### src/rtl/per_addr_demux_pkg.sv
// Shared definitions for the peripheral address demux: response opcodes and
// address-region rules with a containment helper.
package per_demux_pkg;

    localparam logic PER_OPC_OK  = 1'b0;
    localparam logic PER_OPC_ERR = 1'b1;

    // Rules are held at the widest supported address so one type serves any ADDR_WIDTH <= 64.
    typedef struct packed {
        logic [63:0] start_addr;
        logic [63:0] end_addr;
    } addr_rule_t;

    function automatic logic addr_match(input addr_rule_t rule, input logic [63:0] addr);
        return (addr >= rule.start_addr) && (addr < rule.end_addr);
    endfunction

endpackage

### src/rtl/per_addr_demux_if.sv
// Bundle of the upstream TCDM-style port and the fanned-out peripheral ports.
// 'slave' is the demux's own view; 'master' is the surrounding environment's view.
interface per_addr_demux_if #(
    parameter int NB_SLAVES  = 4,
    parameter int ADDR_WIDTH = 32,
    parameter int DATA_WIDTH = 32,
    localparam int BE_WIDTH  = DATA_WIDTH / 8
);
    logic                                 per_slave_req_i;
    logic [ADDR_WIDTH-1:0]                per_slave_add_i;
    logic                                 per_slave_we_ni;
    logic [DATA_WIDTH-1:0]                per_slave_wdata_i;
    logic [BE_WIDTH-1:0]                  per_slave_be_i;
    logic                                 per_slave_gnt_o;
    logic                                 per_slave_r_valid_o;
    logic                                 per_slave_r_opc_o;
    logic [DATA_WIDTH-1:0]                per_slave_r_rdata_o;

    logic [NB_SLAVES-1:0]                 per_master_req_o;
    logic [ADDR_WIDTH-1:0]                per_master_add_o;
    logic                                 per_master_we_no;
    logic [DATA_WIDTH-1:0]                per_master_wdata_o;
    logic [BE_WIDTH-1:0]                  per_master_be_o;
    logic [NB_SLAVES-1:0]                 per_master_gnt_i;
    logic [NB_SLAVES-1:0]                 per_master_r_valid_i;
    logic [NB_SLAVES-1:0]                 per_master_r_opc_i;
    logic [NB_SLAVES-1:0][DATA_WIDTH-1:0] per_master_r_rdata_i;

    modport slave (
        input  per_slave_req_i, per_slave_add_i, per_slave_we_ni, per_slave_wdata_i, per_slave_be_i,
        output per_slave_gnt_o, per_slave_r_valid_o, per_slave_r_opc_o, per_slave_r_rdata_o,
        output per_master_req_o, per_master_add_o, per_master_we_no, per_master_wdata_o, per_master_be_o,
        input  per_master_gnt_i, per_master_r_valid_i, per_master_r_opc_i, per_master_r_rdata_i
    );

    modport master (
        output per_slave_req_i, per_slave_add_i, per_slave_we_ni, per_slave_wdata_i, per_slave_be_i,
        input  per_slave_gnt_o, per_slave_r_valid_o, per_slave_r_opc_o, per_slave_r_rdata_o,
        input  per_master_req_o, per_master_add_o, per_master_we_no, per_master_wdata_o, per_master_be_o,
        output per_master_gnt_i, per_master_r_valid_i, per_master_r_opc_i, per_master_r_rdata_i
    );

endinterface

### src/rtl/per_addr_demux_chk.sv
// Protocol checks for the demux: stray slave responses and grants at the outstanding limit.
module per_addr_demux_chk #(
    parameter int NB_SLAVES = 4,
    parameter int TGT_W     = 2
) (
    input logic                 clk_i,
    input logic                 rst_i,
    input logic                 out_cnt_zero_i,
    input logic                 out_cnt_full_i,
    input logic                 issue_i,
    input logic [TGT_W-1:0]     cur_tgt_i,
    input logic [NB_SLAVES-1:0] r_valid_i
);

    logic [NB_SLAVES-1:0] cur_mask_s;
    assign cur_mask_s = {{(NB_SLAVES-1){1'b0}}, 1'b1} << cur_tgt_i;

    // Stray responses are legal to drop (e.g. after a reset), so they are reported, not fatal.
    a_no_stray_rsp: assert property (@(posedge clk_i) disable iff (rst_i)
        out_cnt_zero_i ? (r_valid_i == '0) : ((r_valid_i & ~cur_mask_s) == '0))
        else $warning("per_addr_demux: slave response ignored (not current target or nothing outstanding)");

    a_no_issue_at_limit: assert property (@(posedge clk_i) disable iff (rst_i)
        !(issue_i && out_cnt_full_i))
        else $error("per_addr_demux: grant issued with outstanding count at limit");

endmodule

### src/rtl/per_addr_demux_decode.sv
// Combinational address decoder: reports whether the address hits any slave region
// and, if so, the lowest-indexed matching slave.
module per_addr_decode
    import per_demux_pkg::*;
#(
    parameter int NB_SLAVES  = 4,
    parameter int ADDR_WIDTH = 32,
    parameter logic [NB_SLAVES-1:0][ADDR_WIDTH-1:0] START_ADDR = '0,
    parameter logic [NB_SLAVES-1:0][ADDR_WIDTH-1:0] END_ADDR   = '0,
    localparam int TGT_W = $clog2(NB_SLAVES)
) (
    input  logic [ADDR_WIDTH-1:0] add_i,
    output logic                  match_o,
    output logic [TGT_W-1:0]      tgt_o
);

    // Walk from the highest index down so the lowest matching index is the last one written.
    always_comb begin
        addr_rule_t rule_v;
        logic       hit_v;
        match_o = 1'b0;
        tgt_o   = '0;
        rule_v  = '0;
        hit_v   = 1'b0;
        for (int i = NB_SLAVES - 1; i >= 0; i--) begin
            rule_v.start_addr = 64'(START_ADDR[i]);
            rule_v.end_addr   = 64'(END_ADDR[i]);
            hit_v             = addr_match(rule_v, 64'(add_i));
            match_o           = match_o | hit_v;
            tgt_o             = hit_v ? TGT_W'(i) : tgt_o;
        end
    end

endmodule

### src/rtl/per_addr_demux.sv
// Routes one request stream to NB_SLAVES peripherals by address and returns
// their responses in order; unmapped accesses receive a one-cycle error response.
module per_addr_demux
    import per_demux_pkg::*;
#(
    parameter int NB_SLAVES       = 4,
    parameter int ADDR_WIDTH      = 32,
    parameter int DATA_WIDTH      = 32,
    parameter int MAX_OUTSTANDING = 2,
    parameter logic [NB_SLAVES-1:0][ADDR_WIDTH-1:0] START_ADDR =
        {32'h3000_0000, 32'h2000_0000, 32'h1000_0000, 32'h0000_0000},
    parameter logic [NB_SLAVES-1:0][ADDR_WIDTH-1:0] END_ADDR =
        {32'h4000_0000, 32'h3000_0000, 32'h2000_0000, 32'h1000_0000},
    localparam int TGT_W = $clog2(NB_SLAVES),
    localparam int CNT_W = $clog2(MAX_OUTSTANDING + 1)
) (
    input  logic                    clk_i,
    input  logic                    rst_i,
    per_addr_demux_if.slave         bus,
    output logic                    busy_o
);

    logic [CNT_W-1:0] out_cnt_q, out_cnt_d;
    logic [TGT_W-1:0] cur_tgt_q, cur_tgt_d;
    logic             err_pend_q, err_pend_d;

    logic             match_s;
    logic [TGT_W-1:0] tgt_s;
    logic             gate_open_s;
    logic             issue_s;
    logic             err_issue_s;
    logic             rsp_s;

    per_addr_decode #(
        .NB_SLAVES  (NB_SLAVES),
        .ADDR_WIDTH (ADDR_WIDTH),
        .START_ADDR (START_ADDR),
        .END_ADDR   (END_ADDR)
    ) u_decode (
        .add_i   (bus.per_slave_add_i),
        .match_o (match_s),
        .tgt_o   (tgt_s)
    );

    assign bus.per_master_add_o   = bus.per_slave_add_i;
    assign bus.per_master_we_no   = bus.per_slave_we_ni;
    assign bus.per_master_wdata_o = bus.per_slave_wdata_i;
    assign bus.per_master_be_o    = bus.per_slave_be_i;

    // Keeping a single target in flight is what guarantees in-order responses.
    assign gate_open_s = !err_pend_q &&
                         ((out_cnt_q == '0) ||
                          ((tgt_s == cur_tgt_q) && (out_cnt_q < CNT_W'(MAX_OUTSTANDING))));

    // Request routing and upstream grant.
    always_comb begin
        bus.per_master_req_o = '0;
        bus.per_slave_gnt_o  = 1'b0;
        issue_s              = 1'b0;
        err_issue_s          = 1'b0;
        if (!rst_i && bus.per_slave_req_i) begin
            if (match_s) begin
                if (gate_open_s) begin
                    bus.per_master_req_o[tgt_s] = 1'b1;
                    bus.per_slave_gnt_o         = bus.per_master_gnt_i[tgt_s];
                    issue_s                     = bus.per_master_gnt_i[tgt_s];
                end else begin
                    bus.per_slave_gnt_o = 1'b0;
                end
            end else begin
                if ((out_cnt_q == '0) && !err_pend_q) begin
                    bus.per_slave_gnt_o = 1'b1;
                    err_issue_s         = 1'b1;
                end else begin
                    bus.per_slave_gnt_o = 1'b0;
                end
            end
        end else begin
            bus.per_slave_gnt_o = 1'b0;
        end
    end

    assign rsp_s = !rst_i && (out_cnt_q != '0) && bus.per_master_r_valid_i[cur_tgt_q];

    // Response merge; an error response cannot coincide with a slave one since out_cnt is 0 then.
    always_comb begin
        bus.per_slave_r_valid_o = 1'b0;
        bus.per_slave_r_opc_o   = PER_OPC_OK;
        bus.per_slave_r_rdata_o = '0;
        if (rst_i) begin
            bus.per_slave_r_valid_o = 1'b0;
        end else if (err_pend_q) begin
            bus.per_slave_r_valid_o = 1'b1;
            bus.per_slave_r_opc_o   = PER_OPC_ERR;
        end else if (rsp_s) begin
            bus.per_slave_r_valid_o = 1'b1;
            bus.per_slave_r_opc_o   = bus.per_master_r_opc_i[cur_tgt_q];
            bus.per_slave_r_rdata_o = bus.per_master_r_rdata_i[cur_tgt_q];
        end else begin
            bus.per_slave_r_valid_o = 1'b0;
        end
    end

    assign busy_o = !rst_i && ((out_cnt_q != '0) || err_pend_q);

    // Next-state: target follows each grant, counter nets grants against responses.
    always_comb begin
        cur_tgt_d  = issue_s ? tgt_s : cur_tgt_q;
        err_pend_d = err_issue_s;
        case ({issue_s, rsp_s})
            2'b10:   out_cnt_d = out_cnt_q + CNT_W'(1);
            2'b01:   out_cnt_d = out_cnt_q - CNT_W'(1);
            default: out_cnt_d = out_cnt_q;
        endcase
    end

    // State registers with synchronous reset.
    always_ff @(posedge clk_i) begin
        if (rst_i) begin
            out_cnt_q  <= '0;
            cur_tgt_q  <= '0;
            err_pend_q <= 1'b0;
        end else begin
            out_cnt_q  <= out_cnt_d;
            cur_tgt_q  <= cur_tgt_d;
            err_pend_q <= err_pend_d;
        end
    end

    per_addr_demux_chk #(
        .NB_SLAVES (NB_SLAVES),
        .TGT_W     (TGT_W)
    ) u_chk (
        .clk_i          (clk_i),
        .rst_i          (rst_i),
        .out_cnt_zero_i (out_cnt_q == '0),
        .out_cnt_full_i (out_cnt_q == CNT_W'(MAX_OUTSTANDING)),
        .issue_i        (issue_s),
        .cur_tgt_i      (cur_tgt_q),
        .r_valid_i      (bus.per_master_r_valid_i)
    );

endmodule

### src/flat_wrapper.sv
// flat-port wrapper written by rule: the top's interface ports become plain ports
module per_addr_demux_flat import per_demux_pkg::*;
#(
    parameter int NB_SLAVES       = 4,
    parameter int ADDR_WIDTH      = 32,
    parameter int DATA_WIDTH      = 32,
    parameter int MAX_OUTSTANDING = 2,
    parameter logic [NB_SLAVES-1:0][ADDR_WIDTH-1:0] START_ADDR =
        {32'h3000_0000, 32'h2000_0000, 32'h1000_0000, 32'h0000_0000},
    parameter logic [NB_SLAVES-1:0][ADDR_WIDTH-1:0] END_ADDR =
        {32'h4000_0000, 32'h3000_0000, 32'h2000_0000, 32'h1000_0000},
    localparam int TGT_W = $clog2(NB_SLAVES),
    localparam int CNT_W = $clog2(MAX_OUTSTANDING + 1)
)
  (clk_i, rst_i, busy_o, bus_per_slave_req_i, bus_per_slave_add_i, bus_per_slave_we_ni, bus_per_slave_wdata_i, bus_per_slave_be_i, bus_per_slave_gnt_o, bus_per_slave_r_valid_o, bus_per_slave_r_opc_o, bus_per_slave_r_rdata_o, bus_per_master_req_o, bus_per_master_add_o, bus_per_master_we_no, bus_per_master_wdata_o, bus_per_master_be_o, bus_per_master_gnt_i, bus_per_master_r_valid_i, bus_per_master_r_opc_i, bus_per_master_r_rdata_i);
  per_addr_demux_if #(.NB_SLAVES(NB_SLAVES), .ADDR_WIDTH(ADDR_WIDTH), .DATA_WIDTH(DATA_WIDTH)) bus_i ();
  input  logic clk_i;
  input  logic rst_i;
  output logic busy_o;
  input wire logic [$bits(bus_i.per_slave_req_i)-1:0] bus_per_slave_req_i;
  input wire logic [$bits(bus_i.per_slave_add_i)-1:0] bus_per_slave_add_i;
  input wire logic [$bits(bus_i.per_slave_we_ni)-1:0] bus_per_slave_we_ni;
  input wire logic [$bits(bus_i.per_slave_wdata_i)-1:0] bus_per_slave_wdata_i;
  input wire logic [$bits(bus_i.per_slave_be_i)-1:0] bus_per_slave_be_i;
  output wire logic [$bits(bus_i.per_slave_gnt_o)-1:0] bus_per_slave_gnt_o;
  output wire logic [$bits(bus_i.per_slave_r_valid_o)-1:0] bus_per_slave_r_valid_o;
  output wire logic [$bits(bus_i.per_slave_r_opc_o)-1:0] bus_per_slave_r_opc_o;
  output wire logic [$bits(bus_i.per_slave_r_rdata_o)-1:0] bus_per_slave_r_rdata_o;
  output wire logic [$bits(bus_i.per_master_req_o)-1:0] bus_per_master_req_o;
  output wire logic [$bits(bus_i.per_master_add_o)-1:0] bus_per_master_add_o;
  output wire logic [$bits(bus_i.per_master_we_no)-1:0] bus_per_master_we_no;
  output wire logic [$bits(bus_i.per_master_wdata_o)-1:0] bus_per_master_wdata_o;
  output wire logic [$bits(bus_i.per_master_be_o)-1:0] bus_per_master_be_o;
  input wire logic [$bits(bus_i.per_master_gnt_i)-1:0] bus_per_master_gnt_i;
  input wire logic [$bits(bus_i.per_master_r_valid_i)-1:0] bus_per_master_r_valid_i;
  input wire logic [$bits(bus_i.per_master_r_opc_i)-1:0] bus_per_master_r_opc_i;
  input wire logic [$bits(bus_i.per_master_r_rdata_i)-1:0] bus_per_master_r_rdata_i;
  assign bus_i.per_slave_req_i = bus_per_slave_req_i;
  assign bus_i.per_slave_add_i = bus_per_slave_add_i;
  assign bus_i.per_slave_we_ni = bus_per_slave_we_ni;
  assign bus_i.per_slave_wdata_i = bus_per_slave_wdata_i;
  assign bus_i.per_slave_be_i = bus_per_slave_be_i;
  assign bus_per_slave_gnt_o = bus_i.per_slave_gnt_o;
  assign bus_per_slave_r_valid_o = bus_i.per_slave_r_valid_o;
  assign bus_per_slave_r_opc_o = bus_i.per_slave_r_opc_o;
  assign bus_per_slave_r_rdata_o = bus_i.per_slave_r_rdata_o;
  assign bus_per_master_req_o = bus_i.per_master_req_o;
  assign bus_per_master_add_o = bus_i.per_master_add_o;
  assign bus_per_master_we_no = bus_i.per_master_we_no;
  assign bus_per_master_wdata_o = bus_i.per_master_wdata_o;
  assign bus_per_master_be_o = bus_i.per_master_be_o;
  assign bus_i.per_master_gnt_i = bus_per_master_gnt_i;
  assign bus_i.per_master_r_valid_i = bus_per_master_r_valid_i;
  assign bus_i.per_master_r_opc_i = bus_per_master_r_opc_i;
  assign bus_i.per_master_r_rdata_i = bus_per_master_r_rdata_i;
  per_addr_demux #(.NB_SLAVES(NB_SLAVES), .ADDR_WIDTH(ADDR_WIDTH), .DATA_WIDTH(DATA_WIDTH), .MAX_OUTSTANDING(MAX_OUTSTANDING), .START_ADDR(START_ADDR), .END_ADDR(END_ADDR)) u_core (.clk_i(clk_i), .rst_i(rst_i), .bus(bus_i), .busy_o(busy_o));
endmodule
### config.mk
export PLATFORM = sky130hd
export DESIGN_NAME = per_addr_demux_flat
export DESIGN_NICKNAME = d
export VERILOG_FILES = /design/src/rtl/per_addr_demux_pkg.sv /design/src/rtl/per_addr_demux_if.sv /design/src/rtl/per_addr_demux_chk.sv /design/src/rtl/per_addr_demux_decode.sv /design/src/rtl/per_addr_demux.sv /design/src/flat_wrapper.sv
export SDC_FILE = /design/constraint.sdc
export NUM_CORES = 1
export LEC_CHECK = 0
export CAP_MARGIN = 20
export CELL_PAD_IN_SITES_DETAIL_PLACEMENT = 0
export CELL_PAD_IN_SITES_GLOBAL_PLACEMENT = 1
export CORE_AREA = 2 2 126 128
export DETAILED_ROUTE_END_ITERATION = 16
export DIE_AREA = 0 0 128 130
export PLACE_DENSITY = 0.89
export SLEW_MARGIN = 20
export SYNTH_ARGS = -nofsm -noshare
export SYNTH_HDL_FRONTEND = slang
export SYNTH_SLANG_ARGS = --single-unit
### constraint.sdc
create_clock -name clk_i -period 3.9 [get_ports clk_i]
set_clock_uncertainty 0.15 [all_clocks]
set_input_delay 0.585 -clock clk_i [delete_from_list [all_inputs] [get_ports clk_i]]
set_output_delay 0.585 -clock clk_i [all_outputs]
set_load 0.03 [all_outputs]
==> results of run 1 <==
-- power breakdown --
part / switching (mW) / internal (mW)
clock: 0.0339 / 0.136
combinational: 0.0735 / 0.189
sequential: 0.00184 / 0.0529
-- final cells by class --
type,instances,area (um^2),share of cell area (%)
tap,192,240.2,6.320
sequential,5,102.6,2.699
inverter,5,18.77,0.4937
multi-input combinational,118,1416,37.26
timing repair buffer,194,1944,51.15
clock buffer,4,78.83,2.074
-- tightest hold or removal path, stage by stage, from the launching register on --
cell     delay (ns)
dfxtp_1        0.34
o21ai_0        0.09
a21oi_1        0.06
-- worst min path at each step --
| stage | to | slack, ns | depth (start not counted) |
|---|---|---|---|
| global route | u_core.out_cnt_q[1]$_SDFFE_PP0P_ | 0.42 | 2 |
| detailed placement | u_core.out_cnt_q[1]$_SDFFE_PP0P_ | 0.39 | 2 |
| floorplan | u_core.out_cnt_q[1]$_SDFFE_PP0P_ | 0.35 | 2 |
| global placement | u_core.out_cnt_q[1]$_SDFFE_PP0P_ | 0.36 | 2 |
| CTS | u_core.out_cnt_q[1]$_SDFFE_PP0P_ | 0.40 | 2 |
| finish | u_core.out_cnt_q[1]$_SDFFE_PP0P_ | 0.39 | 2 |
-- per-layer routing --
layer | up-vias | GRT usage [%] | share of wire, %
li1 | 915 | - | -
met1 | 971 | 10.16 | 37
met4 | 0 | 2.715 | 2.3
met5 | - | 0 | 0
met3 | 22 | 3.321 | 13
met2 | 144 | 16.33 | 48
-- logic make-up after synthesis --
logic type               count (synthesis)  share of synthesized area (%)
buffers and inverters                   86                          29.33
AND/OR/NAND/NOR                         66                          24.02
multiplexers                            37                          37.14
AO/OA/AOI/OAI                           10                          2.624
flip-flops                               5                          4.665
XOR/XNOR                                 4                          1.633
adder cells (fa/ha/maj)                  1                         0.5830
-- stage by stage --
stage                     total power [mW]  std cells
after floorplan                     0.2678        209
after global placement              0.3176        514
after detailed placement            0.3192        514
after CTS                           0.4927        518
after global routing                0.5080        518
final                               0.4870        518
-- cells in the final DEF, fill, tap and decap left out --
master,Yosys,final
mux2i_1,2,2
nor3b_1,2,2
nor4b_1,2,2
clkbuf_16,0,3
nand2b_1,2,2
nand4_1,2,2
xnor2_1,3,3
clkdlybuf4s50_1,0,190
dfxtp_2,0,2
o41ai_1,1,1
clkbuf_1,4,1
a21oi_1,4,4
nand2_2,1,1
nor3_2,1,1
mux2_2,1,1
o21ai_1,3,3
buf_12,1,1
nor3_1,5,5
nor2b_2,20,20
inv_1,5,5
ha_1,1,1
nor2b_4,10,10
nor2_1,9,9
a21o_1,1,1
dfxtp_1,5,3
nor3b_2,1,1
mux4_2,34,34
or2_4,1,1
buf_4,69,3
nor2b_1,3,3
xor2_1,1,1
or3_1,1,1
nand3_1,1,1
o21ai_0,1,1
nand2_1,5,5
-- sequential cells by signal, indices dropped and copies added (netlist names) --
signal and cells:
u_core.cur_tgt_q 2, u_core.err_pend_q 1, u_core.out_cnt_q 2
==> summary.txt, run 1 <==
Worst setup path
  • Worst Setup SP: bus_per_master_r_valid_i[3]
  • Worst R2R Setup Slack: between 1 and 1.5 ns
  • Cell Chain, Critical Path: clkdlybuf4s50_1 -> mux4_2 -> nand2_2 -> or2_4 -> nor2b_1 -> clkdlybuf4s50_1
  • Critical path class: in -> out
  • Most used cell, CP: clkdlybuf4s50_1
  • CP max FO: 32
  • Critical path's slowest cell: clkdlybuf4s50_1
  • Crit path capture: bus_per_slave_r_rdata_o[31]
  • Worst R2R Path Depth: 8
  • Worst path max stage delay: approximately 0.63 ns
  • Worst Path Buf+Inv: 2
  • WP data arrival: 3.02 ns
  • Top delay family on crit path: buffers and inverters
  • Origin of the critical flop-to-flop path: u_core.cur_tgt_q[0]$_SDFFE_PP0P_
  • Critical Path Sink Type: output port
  • WP depth: 6
  • Crit start category: primary input
  • Required @ worst endpoint: ~3.2 ns
  • Worst r2r dst: u_core.out_cnt_q[1]$_SDFFE_PP0P_

Route
  • DR iter-0 viols: between 60 and 70
  • Remaining antenna violation count: 0
  • Post-Route WL: 9032 um
  • Vias per cell: approximately 4.0
  • Routed len/inst: ~17 um
  • # DRC: 0
  • Vias: between 2000 and 2500
  • Router iterations before antenna repair: 4

Global route
  • Initial antenna violation count: 0
  • Largest net degree at the start of global routing: 38
  • Global-route wire length before repair: ~12000 um
  • Total gr overflow: 0
  • Vias in the first global route: roughly 2100
  • Tot GR Track Use: 9.115%

Power and ir drop
  • Maximum vdd drop: ~0.10 mV
  • Leak pwr: around 1.3 nW
  • Power Density: roughly 130 nW/um^2

Synthesis
  • Syn_nets: ~420
  • Ys async rst share: 0%
  • Mean post-synth cell area: roughly 10 um^2
  • Cell area after synthesis: between 2000 and 2500 um^2
  • Netlist cell types: 35
  • Number of enable flip-flop cells after synthesis: 0
  • Commonest cells in the synthesized netlist: 69 x buf_4, 34 x mux4_2, 20 x nor2b_2
  • Top FF cell, synth: dfxtp_1
  • Area leader, netlist: mux4_2
  • #FFs+latches synth: 5
  • Register area share after synthesis: approximately 4.7%
  • Count leader, synth: buf_4
  • Yosys Warn Count: 0
  • Post-synth top area share: between 30% and 40%
  • Synth Instances: 209
  • Dominant cells by area after synthesis: mux4_2 36%, buf_4 24%, nor2b_2 8.2%

Floorplan
  • Die W: between 100 and 150 um
  • Total die area: 16640 um^2
  • Initial core utilization: 13.91%
  • IO Pins: 321
  • Num rows: 46
  • Die height: about 130 um
  • Core Footprint: approximately 15000 um^2

Finish
  • Area Overhead vs Synth: 77.14%
  • Final cell area excluding filler cells: 3801 um^2
  • Fillers: roughly 1600
  • Ratio of cells with drive above 1 in the final layout: roughly a quarter
  • Diode count: 0
  • Utilization after layout: 24.64%
  • Nets: 540

Clock tree
  • CTS tree: built
  • Num Clock Sinks: 5
  • Root cell of the clock tree: clkbuf_16
  • Post_cts resized: 0
  • Htree depth: 1
  • Postcts setup bufs: 0
  • Clk Latency, worst-skew pair: between 0.2 and 0.25 ns
  • CTS max path bufs: 2
  • CTS Buf Count: 3
  • Worst-path clk slew: ~0.030 ns
  • CTS Hold Buffers Added: 0

Place
  • Gpl congestion: 0.7423
  • Pre-CTS WS: 0.1423 ns
  • Placement Cell Area: ~3700 um^2
  • Detailed placement HPWL: 7581 um
  • Port bufs: 190

Timing
  • Slew Limit Fails: 0
  • F_max: around 270 MHz
  • Setup violators final: 0
  • Worst Hold Slack: 0.3895 ns
  • Crit path time final: 3.760 ns
  • Final period util: approximately 96%
  • Worst Setup Slack, final: between 0.1 and 0.15 ns
  • RSZ-0062 raised after global routing: false
  • Slew HR: a little over half
  • Final hold violation count: 0
  • Setup_tns: 0 ns
  • Worst Tran Pin Value: 0.7180 ns

Min path
  • HP Class: reg -> reg
  • Worst Hold Launch: u_core.out_cnt_q[1]$_SDFFE_PP0P_

Status
  • Status: finished, final reports clean

Run
  • Max Cap Viol: 0
No activity file was read; power rests on OpenSTA's default activity.
==> run 2: changes to the inputs <==
==> constraint.sdc (replaced) <==
create_clock -name clk_i -period 3.9 [get_ports clk_i]
set_clock_uncertainty 0.15 [all_clocks]
set_input_delay 0.78 -clock clk_i [delete_from_list [all_inputs] [get_ports clk_i]]
set_output_delay 0.78 -clock clk_i [all_outputs]
set_load 0.03 [all_outputs]
==> run 2 against run 1 <==
  * Count of clock-buffer cells in the layout stayed put
  * Fmax fell by 1.0%
  * Flip-flop and latch count unchanged
  * Via count is 3.9% higher
  * Hold slack improved by 0.015 ns
  * Sequential share of layout area is essentially flat
  * Worst setup slack got worse by 0.040 ns
  * Sequential power grew 2%
  * Total power rose by 0.68%
  * Routed wire length increased by 2.1%
  * Non-clock buffer count grew 11
  * Critical path type unchanged
  * Critical endpoint is now bus_per_slave_r_rdata_o[12]
  * Largest cell class unchanged
==> summary.txt, run 2 (synthesized netlist as in run 1, its figures left out) <==
Power and ir drop
  • Maximum vdd drop: 0.1818 mV (was 0.1003 mV)
  • PnR Total Power: 0.4903 mW (was 0.4870 mW)
  • Leak pwr: 1.435 nW (was 1.255 nW)
  • P_sw: 0.1093 mW (was 0.1092 mW)
  • Clk network pwr share: 34.3% (was 34.8%)
  • Pint: 0.3810 mW (was 0.3778 mW)
  • Logic pwr share: 54.3% (was 54.0%)
  • Switching share of power: 22.28% (was 22.43%)
  • Power Density: 127.1 nW/um^2 (was 128.1 nW/um^2)
  • Reg power frac: 11.4% (was 11.2%)

Floorplan
  • Total die area: 16640 um^2 (unchanged)
  • IO Pins: 321 (unchanged)
  • Num rows: 46 (unchanged)
  • Core Footprint: 15420 um^2 (unchanged)
  • Initial core utilization: 13.91% (unchanged)
  • Die W: 128 um (unchanged)
  • Die height: 130 um (unchanged)

Timing
  • Final hold violation count: 0 (unchanged)
  • RSZ-0062 raised after global routing: false (unchanged)
  • Setup_tns: 0 ns (unchanged)
  • Crit path time final: 3.800 ns (was 3.760 ns)
  • Final period util: 97.42% (was 96.41%)
  • F_max: 263.2 MHz (was 266.0 MHz)
  • Worst Tran Pin Value: 0.3858 ns (was 0.7180 ns)
  • Setup violators final: 0 (unchanged)
  • Slew HR: 73.91% (was 52.14%)
  • Slew Limit Fails: 0 (unchanged)

Global route
  • Largest net degree at the start of global routing: 23 (was 38)
  • Vias in the first global route: 2156 (was 2125)
  • Global-route wire length before repair: 12310 um (was 11700 um)
  • Initial antenna violation count: 0 (unchanged)
  • Tot GR Track Use: 9.693% (was 9.115%)
  • Total gr overflow: 0 (unchanged)

Clock tree
  • CTS tree: built (unchanged)
  • CTS Hold Buffers Added: 0 (unchanged)
  • CTS Buf Count: 3 (unchanged)
  • Root cell of the clock tree: clkbuf_16 (unchanged)
  • Htree depth: 1 (unchanged)
  • Worst-path clk slew: 0.03 ns (about the same)
  • Num Clock Sinks: 5 (unchanged)
  • Post_cts resized: 0 (unchanged)
  • Clk Latency, worst-skew pair: 0.23 ns (about the same)
  • Postcts setup bufs: 0 (unchanged)
  • CTS max path bufs: 2 (unchanged)

Finish
  • Nets: 551 (was 540)
  • Fin cells: 529 (was 518)
  • Largest regs: u_core.cur_tgt_q x2, u_core.out_cnt_q x2, u_core.err_pend_q x1 (unchanged)
  • Diode count: 0 (unchanged)
  • Ratio of cells with drive above 1 in the final layout: 31.16% (was 23.93%)
  • Utilization after layout: 25.00% (was 24.64%)
  • Area Overhead vs Synth: 79.71% (was 77.14%)
  • Most frequent cells in the layout: 169 x clkdlybuf4s50_1, 34 x mux4_2, 30 x buf_4 (was 190 x clkdlybuf4s50_1, 34 x mux4_2, 20 x nor2b_2)
  • Commonest non-fill, non-tap cell in the layout: clkdlybuf4s50_1 (unchanged)

Worst setup path
  • Critical path class: in -> out (unchanged)
  • Worst Setup SP: rst_i (was bus_per_master_r_valid_i[3])
  • Worst R2R Setup Slack: 1.49 ns (was 1.45 ns)
  • Critical Path Sink Type: output port (unchanged)
  • WP data arrival: 2.87 ns (was 3.02 ns)
  • Required @ worst endpoint: 2.97 ns (was 3.16 ns)
  • Worst r2r dst: u_core.out_cnt_q[1]$_SDFFE_PP0P_ (unchanged)
  • Crit path capture: bus_per_slave_r_rdata_o[12] (was bus_per_slave_r_rdata_o[31])
  • Crit start category: primary input (unchanged)
  • Worst R2R Path Depth: 7 (was 8)
  • CP max FO: 22 (was 32)
  • Origin of the critical flop-to-flop path: u_core.cur_tgt_q[0]$_SDFFE_PP0P_ (unchanged)

Place
  • Cell count after placement: 525 (was 514)
  • Port bufs: 190 (unchanged)
  • Detailed placement HPWL: 7829 um (was 7581 um)
  • Gpl congestion: 0.7850 (was 0.7423)

Route
  • Vias per cell: 4.032 (was 3.961)
  • Vias: 2133 (was 2052)
  • Met1 WL: 3417 um (was 3302 um)
  • Met2 wire length: 4649 um (was 4357 um)
  • Post-Route WL: 9219 um (was 9032 um)
  • Router iterations before antenna repair: 4 (unchanged)
  • Routed len/inst: 17.43 um (was 17.44 um)
  • DR iter-0 viols: 51 (was 69)
  • # DRC: 0 (unchanged)
  • Highest routing layer actually used: met4 (unchanged)
  • WL met3: 992 um (was 1165 um)
  • Remaining antenna violation count: 0 (unchanged)

Min path
  • HP Class: reg -> reg (unchanged)

Status
  • Status: finished, final reports clean (unchanged)

Run
  • Max Cap Viol: 0 (unchanged)
-- run 2: final cells by class --
type / count / area [um^2]
Tap cell: 192 / 240.2
Multi-Input combinational cell: 118 / 1416
Sequential cell: 5 / 102.6
Timing Repair Buffer: 205 / 1999
Clock buffer: 4 / 78.83
Inverter: 5 / 18.77
Fill cell: 1616 / 11570
-- run 2: per-layer routing --
layer,vias to the layer above,GRT usage (%)
li1,938,-
met1,1027,11.33
met2,145,17.74
met3,23,2.214
met4,0,2.844
met5,-,0
-- run 2: critical path, stage by stage --
cell	delay [ns]
clkdlybuf4s50_1	0.44
nor2_1	0.19
buf_4	0.14
nand2_2	0.05
or2_4	0.24
buf_12	0.18
nor2b_2	0.12
clkdlybuf4s50_1	0.70
-- run 2: how the worst min path moves through the flow --
stage,start,end,slack (ns),cells past startpoint
finish,u_core.out_cnt_q[1]$_SDFFE_PP0P_,u_core.out_cnt_q[1]$_SDFFE_PP0P_,0.40,2
global route,u_core.out_cnt_q[0]$_SDFFE_PP0P_,u_core.out_cnt_q[0]$_SDFFE_PP0P_,0.47,2
CTS,u_core.out_cnt_q[1]$_SDFFE_PP0P_,u_core.out_cnt_q[1]$_SDFFE_PP0P_,0.41,2
detailed placement,u_core.out_cnt_q[1]$_SDFFE_PP0P_,u_core.out_cnt_q[1]$_SDFFE_PP0P_,0.40,2
global placement,u_core.out_cnt_q[1]$_SDFFE_PP0P_,u_core.out_cnt_q[1]$_SDFFE_PP0P_,0.36,2
floorplan,u_core.out_cnt_q[1]$_SDFFE_PP0P_,u_core.out_cnt_q[1]$_SDFFE_PP0P_,0.35,2
-- run 2: stage by stage --
| step | instance area, um^2 | hold WS [ns] | worst slack [ns] |
|---|---|---|---|
| finish | 3856 | 0.4045 | 0.1005 |
| global route | 3856 | 0.4737 | 0.002719 |
| CTS | 3844 | 0.4067 | 0.09121 |
| detailed placement | 3765 | 0.4019 | 0.09765 |
| global placement | 3765 | 0.3634 | 0.07725 |
| floorplan | 2146 | 0.3469 | 0.6884 |
-- run 2: power by group through the flow --
| stage | sequential, mW | clock, mW | combinational [mW] |
|---|---|---|---|
| 6_report | 0.0559 | 0.168 | 0.266 |
| 5_1_grt | 0.0563 | 0.176 | 0.280 |
| 4_1_cts | 0.0561 | 0.172 | 0.268 |
| 3_5_place_dp | 0.0568 | 0 | 0.266 |
| 3_3_place_gp | 0.0567 | 0 | 0.263 |
| 2_1_floorplan | 0.0548 | 0 | 0.213 |
